$ cat src/rtl/mux4_1.sv
// Four-way bus steering mux: combinational output y plus a load-enabled
// registered copy (y_q) tagged with the select that produced it.
module mux4_1 #(
   parameter int WIDTH = 4
) (
   input  logic             clk,
   input  logic             rst_n,
   input  logic [WIDTH-1:0] I0,
   input  logic [WIDTH-1:0] I1,
   input  logic [WIDTH-1:0] I2,
   input  logic [WIDTH-1:0] I3,
   input  logic [1:0]       s,
   input  logic             en,
   output logic [WIDTH-1:0] y,
   output logic [WIDTH-1:0] y_q,
   output logic [1:0]       s_q,
   output logic             vld_q
);

   logic [WIDTH-1:0] mux_next;
   logic [WIDTH-1:0] y_reg;
   logic [1:0]       s_reg;
   logic             vld_reg;

   // An unknown select propagates as all-X so a bad select is visible in simulation.
   always_comb begin
      mux_next = '0;
      case (s)
         2'b00:   mux_next = I0;
         2'b01:   mux_next = I1;
         2'b10:   mux_next = I2;
         2'b11:   mux_next = I3;
         default: mux_next = 'x;
      endcase
   end

   assign y = mux_next;

   always_ff @(posedge clk or negedge rst_n) begin
      if (!rst_n) begin
         y_reg   <= '0;
         s_reg   <= 2'b00;
         vld_reg <= 1'b0;
      end else if (en) begin
         y_reg   <= mux_next;
         s_reg   <= s;
         vld_reg <= 1'b1;
      end
   end

   assign y_q   = y_reg;
   assign s_q   = s_reg;
   assign vld_q = vld_reg;

endmodule

$ cat config.mk
export PLATFORM = sky130hd
export DESIGN_NAME = mux4_1
export DESIGN_NICKNAME = d
export VERILOG_FILES = /design/src/rtl/mux4_1.sv
export SDC_FILE = /design/constraint.sdc
export NUM_CORES = 1
export LEC_CHECK = 0
export BUFFER_PORTS_ARGS = -buffer_cell sky130_fd_sc_hd__buf_2
export CORE_AREA = 2 2 39 41
export DETAILED_ROUTE_END_ITERATION = 8
export DIE_AREA = 0 0 41 43
export HOLD_SLACK_MARGIN = 0.08
export PLACE_DENSITY = 0.64
export SLEW_MARGIN = 25
export SYNTH_ARGS = -nofsm -noshare
export SYNTH_HDL_FRONTEND = slang
export SYNTH_SLANG_ARGS = --single-unit
$ cat constraint.sdc
create_clock -name clk -period 0.8 [get_ports clk]
set_clock_uncertainty 0.2 [all_clocks]
set_input_delay 0.08 -clock clk [delete_from_list [all_inputs] [get_ports clk]]
set_output_delay 0.08 -clock clk [all_outputs]
set_load 0.1 [all_outputs]
==> results.json <==
{
  "cts_tree": "yes",
  "synthXorXnorAreaFrac": 0,
  "routedWlPerCell_um": 17.2,
  "ctsHoldBuffers": 1,
  "grt.total_usage": 0.189,
  "synth_compound_area_frac": 0.0967,
  "r2r_start": "y_q[1]",
  "peakVddDrop_mv": 1.15,
  "fin_util": 0.852,
  "fmax_mhz": 785,
  "rows": 14,
  "ios": 32,
  "yosys.area_share.simple": 0.0997,
  "grt_pass1_vias": 517,
  "hold_ws_ns": -0.0721,
  "worstPathCellList": "buf_6 > buf_12",
  "cts_root_buffer": "clkbuf_4",
  "violations": "hold timing, setup timing",
  "end_kind": "output port",
  "relSlewSlack": 0.780,
  "synth_fa_ha_area_frac": 0,
  "numPortBuffers": 31,
  "hp-class": "in -> reg",
  "setup_viol_count_final": 18,
  "cpPeakStageDelay_ns": 0.47,
  "r2r-end": "y_q[1]",
  "pre_cts_ws_ns": -0.582,
  "cp_max_fo": 2,
  "drc": 0,
  "synth_top_family_by_area": "multiplexers",
  "syn_nets": 56,
  "finalHoldViolCount": 10,
  "grt_max_degree": 10,
  "stdcell_count": 99,
  "final_common_cell": "buf_2",
  "dp_cells": 90,
  "viasPerCell": 4.88,
  "layout.nets": 105,
  "n_antenna_cell": 0,
  "drive_above_1_share": 0.952,
  "numCtsBuffers": 3,
  "die_w_um": 41,
  "critPathRequiredTime_ns": 0.52,
  "via_count": 483,
  "insertion_delay_ns": 0.24,
  "place_congestion": 0.672,
  "drt_iter0_markers": 3,
  "p_leak_uw": 0.000488,
  "crit_path_start_kind": "flop",
  "holdCritStartpoint": "en",
  "slew_violations": 0,
  "synth_cells": 35,
  "crit_path_top_delay_cell": "dfrtp_4",
  "htree_levels": 1,
  "critPathKind": "reg -> out",
  "finalCriticalPeriod_ns": 1.27,
  "drt_pass1_iterations": 4,
  "antenna_left": 0,
  "core_area_um2": 1380,
  "start_util": 0.299,
  "synthDistinctLibCells": 10,
  "clk_pin_slew_ns": 0.05,
  "cts_num_sinks": 7,
  "powerDensity_nw_per_um2": 1640,
  "die-area_um2": 1760,
  "r2r_cells": 3,
  "grt_antenna_before_repair": 0,
  "yosysSeqAreaShare": 0.423,
  "worst_pin_slew_ns": 0.330,
  "grt_pass1_wl_mm": 2.20,
  "die_h_um": 43,
  "whs_path_depth": 2,
  "wl_mm": 1.70,
  "ys_seq_elements": 7,
  "synth_mux_area_frac": 0.317,
  "rrSetupSlack_ns": -0.32,
  "max_cap_viol_count": 0,
  "finalSetupTns_ns": -5.36,
  "fin_crit_sh": 1.59,
  "min_to": "s_q[1]",
  "area_growth_pct": 185,
  "rsz0062_at_grt": "true",
  "clockBufferDepth": 2,
  "cp.arrival_ns": 0.99,
  "grt_overflow": 0,
  "outcome": "finished, violations left",
  "synth_area_um2": 414,
  "fin_ws_ns": -0.474,
  "syn_avg_cell_area_um2": 11.8,
  "yosys_warnings": 0,
  "mostFrequentLayoutCells": "buf_2, mux2i_4, buf_12"
}
-- layout make-up --
cell class,count,area [um2]
fillers,71,205
well taps,16,20.0
flip-flops and latches,7,201
multi-input cells,25,435
clock buffers,4,26.3
inverters,1,3.75
repair buffers,46,492
-- synth_stat cells, drive strengths merged --
| library cell | count | share of area |
|---|---|---|
| o21ai | 1 | 0.012 |
| buf | 2 | 0.054 |
| mux2 | 1 | 0.027 |
| o221ai | 4 | 0.085 |
| inv | 1 | 0.0091 |
| or2 | 1 | 0.015 |
| nand2 | 1 | 0.0091 |
| mux2i | 12 | 0.29 |
| nand2b | 5 | 0.076 |
| dfrtp | 7 | 0.42 |
-- how the worst max path moves through the flow --
| stage | startpoint | to | depth (start not counted) |
|---|---|---|---|
| after global placement | s[0] | y[1] | 4 |
| after CTS | s_q[0] | s_q[0] | 2 |
| final | s_q[0] | s_q[0] | 2 |
| after global routing | s_q[0] | s_q[0] | 2 |
| after floorplan | s[0] | y[0] | 3 |
| after detailed placement | s[0] | y[2] | 4 |
-- routing by layer --
layer  track usage  routed length, um  up-vias
li1              -                  -      229
met1         0.219                626      224
met2         0.328                905       24
met3        0.0209                109        6
met4        0.0800                 58        0
met5             0                  0        -
-- flip-flops by register name, indices dropped and copies added (netlist names) --
register and cells:
s_q 2, vld_q 1, y_q 4
-- power by group --
group,switching (uW),total (uW),internal [uW]
Sequential,52.0,465,413
Clock,122,312,190
Combinational,652,1160,508
-- per-stage QoR --
stage	hold slack, ns	power (uW)	area, um2
after floorplan	-0.416	1020	493
after global placement	-0.284	1340	841
after detailed placement	-0.281	1340	841
after CTS	-0.0873	1860	1090
after global routing	-0.0698	2000	1180
final	-0.0721	1940	1180
-- worst max-delay path: cells and delay by family, from the launching register on --
family	cells	cell delay, ns
flip-flops	1	0.47
buffers and inverters	2	0.27
-- logic make-up (layout without fill, tap and decap cells) --
group | count (synthesis) | count (layout)
AOI/OAI and AO/OA | 5 | 5
DFF | 7 | 7
and+or+nand+nor | 7 | 7
muxes | 13 | 13
buffers and inverters | 3 | 51
-- repair_timing --
| item | CTS | global route |
|---|---|---|
| cloned | 1 | 0 |
| buffers inserted | 1 | 3 |
| endpoints found under the hold margin | 14 | 14 |
| endpoints found under the setup margin | 18 | 18 |
| resized for setup | 40 | 9 |
(Power assumes the default switching activity.)
